`src/rtl/monkey_motion_ctrl.sv`:
```
// -----------------------------------------------------------------------------
// monkey_motion_ctrl
//
// Life-cycle sequencer for the player monkey. Sits between the keyboard
// decoder and the move/collision block. It gates the raw key levels into
// movement commands according to the monkey's state (idle, ground, air, climb,
// hit, respawn, game over). It also issues a one-clock respawn reset to the
// move block and tracks lives, the fall-time limit and post-respawn
// invulnerability. Frame-paced transitions advance only on startOfFrame.
// Hits, game start and reset act on any clock.
//
// Ports
//   clk, resetN          system clock, asynchronous active-low reset
//   startOfFrame         one-clock pulse per video frame
//   gameStart            one-clock start / restart request
//   left/right/up/downPressed  raw key levels
//   onLedge, onRope      footing information from the collision block
//   objectHit            contact with an enemy or hazard
//   left/right/up/downCmd      registered, gated movement commands
//   moveResetN           active-low one-clock reset to the move block (respawn)
//   motionState          0 IDLE,1 GROUND,2 AIR,3 CLIMB,4 HIT,5 RESPAWN,6 GAMEOVER
//   livesLeft            remaining lives
//   invincible           high while the invulnerability counter is nonzero
//   gameOver             high in GAMEOVER
// -----------------------------------------------------------------------------
module monkey_motion_ctrl #(
  parameter int unsigned INIT_LIVES      = 3,
  parameter int unsigned INVULN_FRAMES   = 60,
  parameter int unsigned HIT_FRAMES      = 45,
  parameter int unsigned MAX_FALL_FRAMES = 40
) (
  input  logic       clk,
  input  logic       resetN,
  input  logic       startOfFrame,
  input  logic       gameStart,
  input  logic       leftPressed,
  input  logic       rightPressed,
  input  logic       upPressed,
  input  logic       downPressed,
  input  logic       onLedge,
  input  logic       onRope,
  input  logic       objectHit,
  output logic       leftCmd,
  output logic       rightCmd,
  output logic       upCmd,
  output logic       downCmd,
  output logic       moveResetN,
  output logic [2:0] motionState,
  output logic [1:0] livesLeft,
  output logic       invincible,
  output logic       gameOver
);

  localparam int unsigned INV_W  = $clog2(INVULN_FRAMES + 1);
  localparam int unsigned HIT_W  = $clog2(HIT_FRAMES + 1);
  localparam int unsigned FALL_W = $clog2(MAX_FALL_FRAMES + 1);

  typedef enum logic [2:0] {
    IDLE     = 3'd0,
    GROUND   = 3'd1,
    AIR      = 3'd2,
    CLIMB    = 3'd3,
    HIT      = 3'd4,
    RESPAWN  = 3'd5,
    GAMEOVER = 3'd6
  } motionStateT;

  motionStateT       state, nextState;
  logic [INV_W-1:0]  invCnt, invCntNext;
  logic [HIT_W-1:0]  hitCnt, hitCntNext;
  logic [FALL_W-1:0] fallCnt, fallCntNext;
  logic [1:0]        livesNext;
  logic              upSeen, upSeenNext;
  logic              jumpActive, jumpNext;
  logic              hitNow;
  logic              leftNext, rightNext, upNext, downNext;

  assign motionState = state;

  // A hit counts only while the monkey is in play and not protected.
  assign hitNow = objectHit && !invincible &&
                  ((state == GROUND) || (state == AIR) || (state == CLIMB));

  // Jump one-shot: a fresh rising level of upPressed at a frame boundary, while
  // standing, opens a one-frame window; the next frame boundary closes it.
  // upSeen remembers the level sampled at the previous frame boundary so a
  // held key cannot re-trigger.
  assign jumpNext   = startOfFrame ? ((state == GROUND) && upPressed && !upSeen)
                                   : jumpActive;
  assign upSeenNext = startOfFrame ? upPressed : upSeen;

  // Invulnerability is (re)loaded in the respawn clock and otherwise drains one
  // per frame in every state.
  always_comb begin
    invCntNext = invCnt;
    if (state == RESPAWN) begin
      invCntNext = INV_W'(INVULN_FRAMES);
    end else if (startOfFrame && (invCnt != '0)) begin
      invCntNext = invCnt - 1'b1;
    end
  end

  // Next-state logic. A hit pre-empts every frame-paced transition, so the
  // fall and hit counters hold whenever hitNow is set.
  // NOTE: every variable driven here gets a default first, so no path can
  // leave one unassigned and infer a latch.
  always_comb begin
    nextState   = state;
    hitCntNext  = hitCnt;
    fallCntNext = fallCnt;
    livesNext   = livesLeft;

    if (hitNow) begin
      nextState  = HIT;
      hitCntNext = '0;
    end else begin
      case (state)
        IDLE: begin
          if (gameStart) nextState = RESPAWN;
        end

        RESPAWN: nextState = GROUND;

        GROUND: begin
          if (startOfFrame) begin
            if (onRope && (upPressed || downPressed)) begin
              nextState = CLIMB;
            end else if (!onLedge && !onRope) begin
              nextState   = AIR;
              fallCntNext = '0;
            end
          end
        end

        AIR: begin
          if (startOfFrame) begin
            if (onRope) begin
              nextState = CLIMB;
            end else if (onLedge) begin
              nextState = GROUND;
            end else begin
              fallCntNext = fallCnt + 1'b1;
              if (fallCntNext == FALL_W'(MAX_FALL_FRAMES)) begin
                nextState  = HIT;
                hitCntNext = '0;
              end
            end
          end
        end

        CLIMB: begin
          if (startOfFrame && !onRope) begin
            if (onLedge) begin
              nextState = GROUND;
            end else begin
              nextState   = AIR;
              fallCntNext = '0;
            end
          end
        end

        HIT: begin
          if (startOfFrame) begin
            if ((hitCnt + 1'b1) == HIT_W'(HIT_FRAMES)) begin
              hitCntNext = '0;
              if (livesLeft <= 2'd1) begin
                livesNext = 2'd0;
                nextState = GAMEOVER;
              end else begin
                livesNext = livesLeft - 2'd1;
                nextState = RESPAWN;
              end
            end else begin
              hitCntNext = hitCnt + 1'b1;
            end
          end
        end

        GAMEOVER: begin
          if (gameStart) begin
            livesNext = 2'(INIT_LIVES);
            nextState = RESPAWN;
          end
        end

        default: nextState = IDLE;  // unused code 7 recovers to IDLE
      endcase
    end
  end

  // Command gating keyed on the state being entered, so the registered
  // commands always agree with the registered motionState.
  always_comb begin
    leftNext  = 1'b0;
    rightNext = 1'b0;
    upNext    = 1'b0;
    downNext  = 1'b0;
    case (nextState)
      GROUND: begin
        leftNext  = leftPressed;
        rightNext = rightPressed;
        upNext    = jumpNext;
      end
      AIR: begin
        leftNext  = leftPressed;
        rightNext = rightPressed;
      end
      CLIMB: begin
        leftNext  = leftPressed;
        rightNext = rightPressed;
        upNext    = upPressed;
        downNext  = downPressed;
      end
      default: ;
    endcase
  end

  // NOTE: sequential state uses non-blocking assignments so every register
  // samples the pre-edge values, independent of statement order.
  always_ff @(posedge clk or negedge resetN) begin
    if (!resetN) begin
      state      <= IDLE;
      livesLeft  <= 2'(INIT_LIVES);
      invCnt     <= '0;
      hitCnt     <= '0;
      fallCnt    <= '0;
      upSeen     <= 1'b0;
      jumpActive <= 1'b0;
      leftCmd    <= 1'b0;
      rightCmd   <= 1'b0;
      upCmd      <= 1'b0;
      downCmd    <= 1'b0;
      moveResetN <= 1'b1;
      invincible <= 1'b0;
      gameOver   <= 1'b0;
    end else begin
      state      <= nextState;
      livesLeft  <= livesNext;
      invCnt     <= invCntNext;
      hitCnt     <= hitCntNext;
      fallCnt    <= fallCntNext;
      upSeen     <= upSeenNext;
      jumpActive <= jumpNext;
      leftCmd    <= leftNext;
      rightCmd   <= rightNext;
      upCmd      <= upNext;
      downCmd    <= downNext;
      moveResetN <= (nextState != RESPAWN);
      invincible <= (invCntNext != '0);
      gameOver   <= (nextState == GAMEOVER);
    end
  end

endmodule

```
`config.mk`:
```
export PLATFORM = sky130hd
export DESIGN_NAME = monkey_motion_ctrl
export DESIGN_NICKNAME = d
export VERILOG_FILES = /design/src/rtl/monkey_motion_ctrl.sv
export SDC_FILE = /design/constraint.sdc
export NUM_CORES = 1
export LEC_CHECK = 0
export ABC_AREA = 1
export CELL_PAD_IN_SITES_DETAIL_PLACEMENT = 1
export CELL_PAD_IN_SITES_GLOBAL_PLACEMENT = 1
export CORE_AREA = 4 4 72 74
export CTS_BUF_LIST = sky130_fd_sc_hd__clkbuf_8
export CTS_CLUSTER_DIAMETER = 200
export DETAILED_ROUTE_END_ITERATION = 8
export DIE_AREA = 0 0 76 78
export DONT_BUFFER_PORTS = 1
export GPL_TIMING_DRIVEN = 0
export PLACE_DENSITY_LB_ADDON = 0.3
export SLEW_MARGIN = 25
export SYNTH_ARGS = -nofsm -noshare
export SYNTH_HDL_FRONTEND = slang
export SYNTH_SLANG_ARGS = --single-unit
export TNS_END_PERCENT = 20
```
`constraint.sdc`:
```
create_clock -name clk -period 1.6 [get_ports clk]
set_input_delay 0.32 -clock clk [delete_from_list [all_inputs] [get_ports clk]]
set_output_delay 0.32 -clock clk [all_outputs]
set_load 0.05 [all_outputs]
```
==> out/metrics.yaml, run 1 <==
timing:
  timing.final.crit_share_pct: 109
  relSlewSlack_pct: 69.4
  hold_viol_final: 0
  fin_setup_tns_ns: -1.44
  finalSetupViolCount: 19
  fmax_ghz: 0.573
  setup_slack_ns: -0.145
  drv_slew: 0
  finClkSkew_ns: 0.00932
  period_needed_ns: 1.74
  rsz0062_at_grt: "yes"
  worstMarginPinSlew_ns: 0.460
die:
  design.core.area_um2: 4600
  die_h_um: 78
  num_rows: 25
  initial_core_util_pct: 40.8
  ioPinCount: 23
  fp.dieW_um: 76
  dieArea_um2: 5930
synthesis:
  synth_compound_area_share_pct: 12.3
  synth-edff-count: 0
  synth_common_cells: "68 x nand2_1, 37 x inv_1, 29 x dfrtp_1"
  synth_area_per_cell_um2: 7.51
  yosysMostFrequentCell: "nand2_1"
  syn_nets: 266
  synth_top_family_by_area: "simple AND/OR/NAND/NOR gates"
  yosys.area.top_type: "dfrtp_1"
  yosysUniqueCellTypes: 31
  synthSimpleGateAreaFrac_pct: 31.1
  seq_area_frac_synth_pct: 42.9
  synth_top_area_share_pct: 38.7
  ys.flop_type: "dfrtp_1"
  synth_fa_ha_area_share_pct: 3.33
  synth_area_um2: 1880
  postSynth.asyncResetShare_pct: 100
  synth_mux_area_share_pct: 0
  ys_top_cells_by_area: "dfrtp_1 39%, nand2_1 14%, inv_1 7.4%, nand3_1 5.1%, o21ai_0 4.8%"
  ys_warn_count: 0
  synth_xor_area_share_pct: 1.40
  netlist_instances: 250
  synth-seq-cells: 32
detailed_routing:
  viasPerCell: 5.30
  drtIter0Drc: 53
  wire_per_inst_um: 15.8
  wirelength_um: 5200
  drc_errors: 0
  vias: 1745
  antenna_left: 0
  dr.pass1.iters: 4
grt:
  antenna_found_initial: 0
  grt_start_max_net_pins: 33
  gr-total-overflow: 0
  grt_pass1_vias: 1831
  track_usage_pct: 18.4
  grt_pass1_wl_um: 8910
setup_path:
  critPathSlowestCell: "dfrtp_2"
  critical_path_class: "flop to flop"
  arrival_ns: 1.96
  cp-end-kind: "flop"
  startpoint_type: "flop"
  rr_worst_depth: 12
  worst_path_most_repeated_cell: "nand2_2"
  cp_cell_sequence: "ha_4 -> nand2_2 -> nand2_2 -> nor2_2 -> nand2_2 -> nor2_4 -> nand3_1 -> nand2_2 -> inv_2 -> nand2_2 -> nand2_1 -> a21oi_2"
  critPathRequiredTime_ns: 1.81
  crit_fanout: 4
  max_stage_delay_ns: 0.44
cts:
  tritoncts: "yes"
  insertion_delay_ns: 0.28
  root_buffer: "clkbuf_8"
  path_clk_slew_ns: 0.07
  numCtsBuffers: 5
  clockBufferDepth: 2
  cts.sinks: 32
  cts_htree_levels: 2
finish:
  antenna_cells: 0
  syn_to_final_growth_pct: 27.5
  nFillCells: 569
  final_cells: 329
  final_net_count: 290
  drive_gt1_share_pct: 35.3
place:
  dpl.cell_count: 304
  portBuffers: 0
  dpl.hpwl_um: 3490
  place.gp.congestion: 0.774
power:
  power_frac_seq_pct: 40.9
  p_per_area_nw_per_um2: 1850
  cellInternalPower_mw: 2.31
  p_leak_nw: 1.10
  finalPower_mw: 4.42
  pwr-share-clk_pct: 17.0
  swShare_pct: 47.7
  ir_worst_vdd_v: 0.00106
  p_sw_mw: 2.11
  comb_power_share_pct: 42.2
run_status:
  violations: "setup timing"
  status: "finished with violations"
job:
  drv_cap: 0
worst_hold_path:
  hold_class: "input pin to flop"
  hold-path-cell-count: 2
-- per-layer routing --
metal / routed length [um] / global-route usage [%] / vias up
li1: - / - / 858
met3: 174 / 4.29 / 8
met5: 0 / 0 / -
met2: 2680 / 30.9 / 33
met4: 78 / 6.05 / 0
met1: 2270 / 23.2 / 846
-- per-stage QoR --
stage | hold WS [ns] | cell area [um2] | utilization [%] | setup slack, ns
global placement | 0.0252 | 1960 | 42.6 | -0.273
floorplan | 0.0244 | 1890 | - | 0.0170
detailed placement | 0.0251 | 1960 | 42.6 | -0.268
CTS | 0.132 | 2270 | 49.4 | -0.120
finish | 0.144 | 2390 | 52.1 | -0.145
global route | 0.141 | 2390 | 52.1 | -0.282
-- critical path, delay by kind of cell, from the launching register on --
kind | cells | cell delay (ns)
AOI/OAI and AO/OA | 1 | 0.12
adders and majority gates | 1 | 0.19
buffers and inverters | 1 | 0.05
DFF | 1 | 0.44
and+or+nand+nor | 9 | 0.87
-- cell usage in the layout, fill, tap and decap left out, types with 2 or more instances in the layout --
cell      instances
nor2_4            4
nand4_1           7
nand3b_1          2
nand3_2           4
nor2_2            8
inv_2             8
clkbuf_8          5
nand2_2          21
o21ai_2           3
inv_1            31
ha_1              3
dfrtp_1          23
nor3_2            3
a21oi_2           2
xor2_1            3
dfrtp_4           2
nor2_1           12
inv_4             2
dfrtp_2           4
o21ai_1           6
nand3_1          16
dfstp_2           3
o21ai_0          10
a211oi_1          2
nand2_1          50
o31ai_1           3
buf_4            15
a21oi_1           5
-- path summary, 6_finish.rpt --
kind                             start             end  slack (ns)
max                          hitCnt[1]           upCmd       -0.14
min                        leftPressed         leftCmd        0.14
max reg2reg                  hitCnt[1]           upCmd       -0.14
min reg2reg                     upSeen          upSeen        0.48
max in group asynchronous       resetN      moveResetN        0.88
min in group asynchronous       resetN  motionState[1]        0.48
-- power by group through the flow --
| stage | logic [mW] | clock network [mW] | registers, mW |
|---|---|---|---|
| after floorplan | 1.04 | 0 | 1.68 |
| after global placement | 1.27 | 0 | 1.76 |
| after detailed placement | 1.31 | 0 | 1.77 |
| after CTS | 1.62 | 0.768 | 1.78 |
| after global routing | 2.11 | 0.824 | 1.85 |
| final | 1.86 | 0.749 | 1.80 |
-- repair_timing --
item | in CTS | in global routing
pin swaps | 5 | 13
setup buffers | 12 | 3
endpoints found under the hold margin | 32 | 0
hold buffers | 2 | 0
gates resized for setup | 33 | 38
setup endpoints to repair | 23 | 24
-- area by class of cell --
cell class	instances	area, um2	area share, %
plain buffers	2	26.3	1.10
multi-input cells	175	1070	44.6
clock buffers	5	68.8	2.88
well taps	54	67.6	2.82
flip-flops and latches	32	817	34.1
repair buffers	17	143	5.96
inverters	41	164	6.85
clock inverters	3	38.8	1.62
-- logic make-up after synthesis --
kind of cell	Yosys count
and+or+nand+nor	131
AOI/OAI and AO/OA	36
adders and majority gates	5
xor gates and xnor gates	3
buffers and inverters	43
DFF	32
-- state kept, by name (all words and copies together), names as in the netlist, 2 cells and up --
name         count
fallCnt          6
hitCnt           6
invCnt           6
livesLeft        2
motionState      3
(Power assumes the default switching activity.)
==> inputs of run 2 (changes only) <==
Settings changed: CORE_AREA 4 4 72 74 to 8 8 76 78, DIE_AREA 0 0 76 78 to 0 0 84 86, REMOVE_ABC_BUFFERS set to 1.
==> out/metrics.yaml, run 2 (synthesized netlist as in run 1, its figures left out) <==
run_status:
  status: "finished with violations"
  violations: "setup timing"
setup_path:
  cp-end-kind: "flop"
  cp-startpoint: "hitCnt[1]"
  critical_path_class: "flop to flop"
  critPathRequiredTime_ns: 1.82  # about the same
  cp.depth: 12  # unchanged
  cp_cell_sequence: "ha_4 -> nand3_1 -> nand2_1 -> nand2_2 -> nand2_2 -> nor2_4 -> nand2_2 -> nand2_2 -> nand4_4 -> nor2_4 -> nand2_1 -> nand3_1"
  reg2reg_from: "hitCnt[1]"
  max_stage_delay_ns: 0.45  # about the same
  startpoint_type: "flop"
  crit_fanout: 4  # unchanged
  r2r_slack_ns: -0.14  # about the same
  cpLargestDelayFamily: "simple AND/OR/NAND/NOR gates"
  worst_path_most_repeated_cell: "nand2_2"
  critPathSlowestCell: "dfrtp_2"
  reg2reg_to: "livesLeft[0]"
  crit_end: "livesLeft[0]"
  crit_buf_inv: 0  # -1
  rr_worst_depth: 12  # unchanged
  arrival_ns: 1.96  # about the same
detailed_routing:
  drtIter0Drc: 35  # -34%
  antenna_left: 0  # unchanged
  viasPerCell: 5.20  # -1.9%
  dr.pass1.iters: 2  # -2
  wire_per_inst_um: 15.7  # -0.45%
  wirelength_um: 5210  # +0.15%
  drc_errors: 0  # unchanged
  vias: 1722  # -1.3%
timing:
  hold_viol_final: 0  # unchanged
  timing.final.crit_share_pct: 109  # -0.48 points
  relSlewSlack_pct: 68.8  # -0.52 points
  rsz0062_at_grt: "yes"
  drv_slew: 0  # unchanged
  period_needed_ns: 1.74  # -0.00765 ns
  fmax_ghz: 0.576  # +0.44%
  worstMarginPinSlew_ns: 0.468  # +0.00775 ns
  finalSetupViolCount: 13  # -6
  fin_setup_tns_ns: -0.957  # +0.478 ns
  setup_slack_ns: -0.137  # +0.00765 ns
  finClkSkew_ns: 0.0109  # +0.00156 ns
grt:
  gr-total-overflow: 0  # unchanged
  grt_pass1_wl_um: 8510  # -4.4%
  track_usage_pct: 14.4  # -4.0 points
  antenna_found_initial: 0  # unchanged
  grt_pass1_vias: 1838  # +0.38%
  grt_start_max_net_pins: 33  # unchanged
power:
  pwr-share-clk_pct: 16.7  # -0.3 points
  p_sw_mw: 2.16  # +2.3%
  power_frac_seq_pct: 40.5  # -0.4 points
  cellInternalPower_mw: 2.38  # +3.2%
  p_leak_nw: 1.11  # +1.3%
  swShare_pct: 47.5  # -0.22 points
  ir_worst_vdd_v: 0.000756  # -29%
  comb_power_share_pct: 42.8  # +0.6 points
  p_per_area_nw_per_um2: 1860  # +1.0%
place:
  dpl.hpwl_um: 3590  # +2.9%
  place.gp.congestion: 0.801  # +3.5%
  portBuffers: 0  # unchanged
  pre_cts_ws_ns: -0.626  # -0.358 ns
die:
  num_rows: 25  # unchanged
  fp.dieW_um: 84  # +11%
  ioPinCount: 23  # unchanged
  initial_core_util_pct: 40.8  # unchanged
  design.core.area_um2: 4600  # unchanged
  dieArea_um2: 7220  # +22%
  die_h_um: 86  # +10%
finish:
  final_net_count: 292  # +0.69%
  final_common_cell: "nand2_1"
  final_cell_mix: "52 x nand2_1, 28 x inv_1, 22 x dfrtp_1, 19 x nand2_2, 18 x nand3_1"
  drive_gt1_share_pct: 36.5  # +1.2 points
  antenna_cells: 0  # unchanged
  nFillCells: 575  # +1.1%
  fin_util_pct: 53.0  # +0.90 points
  largestRegisters: "fallCnt: 6 flops, hitCnt: 6 flops, invCnt: 6 flops"
  syn_to_final_growth_pct: 29.7
cts:
  cts_htree_levels: 2  # unchanged
  root_buffer: "clkbuf_8"
  numCtsBuffers: 5  # unchanged
  insertion_delay_ns: 0.29  # about the same
  path_clk_slew_ns: 0.07  # about the same
  tritoncts: "yes"
  cts.sinks: 32  # unchanged
  clockBufferDepth: 2  # unchanged
worst_hold_path:
  hold_class: "input pin to flop"
job:
  drv_cap: 0  # unchanged
[run 2: final cells by class]
cell class	count	area, um2	area share, %
Clock buffer	5	68.8	2.83
Clock inverter	3	38.8	1.59
Inverter	41	164	6.73
Multi-Input combinational cell	175	1090	44.8
Sequential cell	32	821	33.7
Tap cell	54	67.6	2.77
Timing Repair Buffer	21	184	7.55
[run 2: power by group through the flow]
stage	Clock [mW]	Sequential (mW)	Combinational, mW
after CTS	0.777	1.80	1.63
after detailed placement	0	1.77	1.27
after floorplan	0	1.69	0.989
final	0.756	1.84	1.94
after global placement	0	1.76	1.23
after global routing	0.801	1.88	2.15
[run 2: worst min path at each step]
stage | from | slack, ns | end | cells after the start
3_5_place_dp | resetN | 0.03 | fallCnt[5] | 0
5_1_grt | rightPressed | 0.13 | rightCmd | 2
4_1_cts | rightPressed | 0.13 | rightCmd | 2
6_report | leftPressed | 0.14 | leftCmd | 2
2_1_floorplan | resetN | 0.02 | downCmd | 0
3_3_place_gp | resetN | 0.03 | fallCnt[5] | 0
[run 2: worst reg2reg max path, cell delays in order (launching register included)]
cell,delay (ns)
dfrtp_2,0.45
ha_4,0.19
nand3_1,0.08
nand2_1,0.08
nand2_2,0.09
nand2_2,0.07
nor2_4,0.13
nand2_2,0.10
nand2_2,0.09
nand4_4,0.09
nor2_4,0.14
nand2_1,0.07
nand3_1,0.09
[run 2: what timing repair did]
item / CTS / global route
setup endpoints to repair: 27 / 25
hold buffers: 2 / 0
hold endpoints to repair: 32 / 0
resized for setup: 40 / 42
pin swaps: 11 / 17
buffers inserted: 11 / 8
[run 2: per-layer routing]
| metal | share of wire [%] | GRT usage (%) |
|---|---|---|
| met5 | 0 | 0 |
| met4 | 1.1 | 4.24 |
| met3 | 4.8 | 5.21 |
| met2 | 53 | 26.0 |
| met1 | 41 | 15.3 |
[run 2: through the flow]
step	power, mW	instance area [um2]	instances	hold slack [ns]
final	4.54	2430	331	0.139
after global routing	4.83	2430	331	0.129
after CTS	4.21	2260	323	0.131
after detailed placement	3.05	1930	302	0.0253
after global placement	2.99	1930	302	0.0252
after floorplan	2.68	1860	248	0.0244
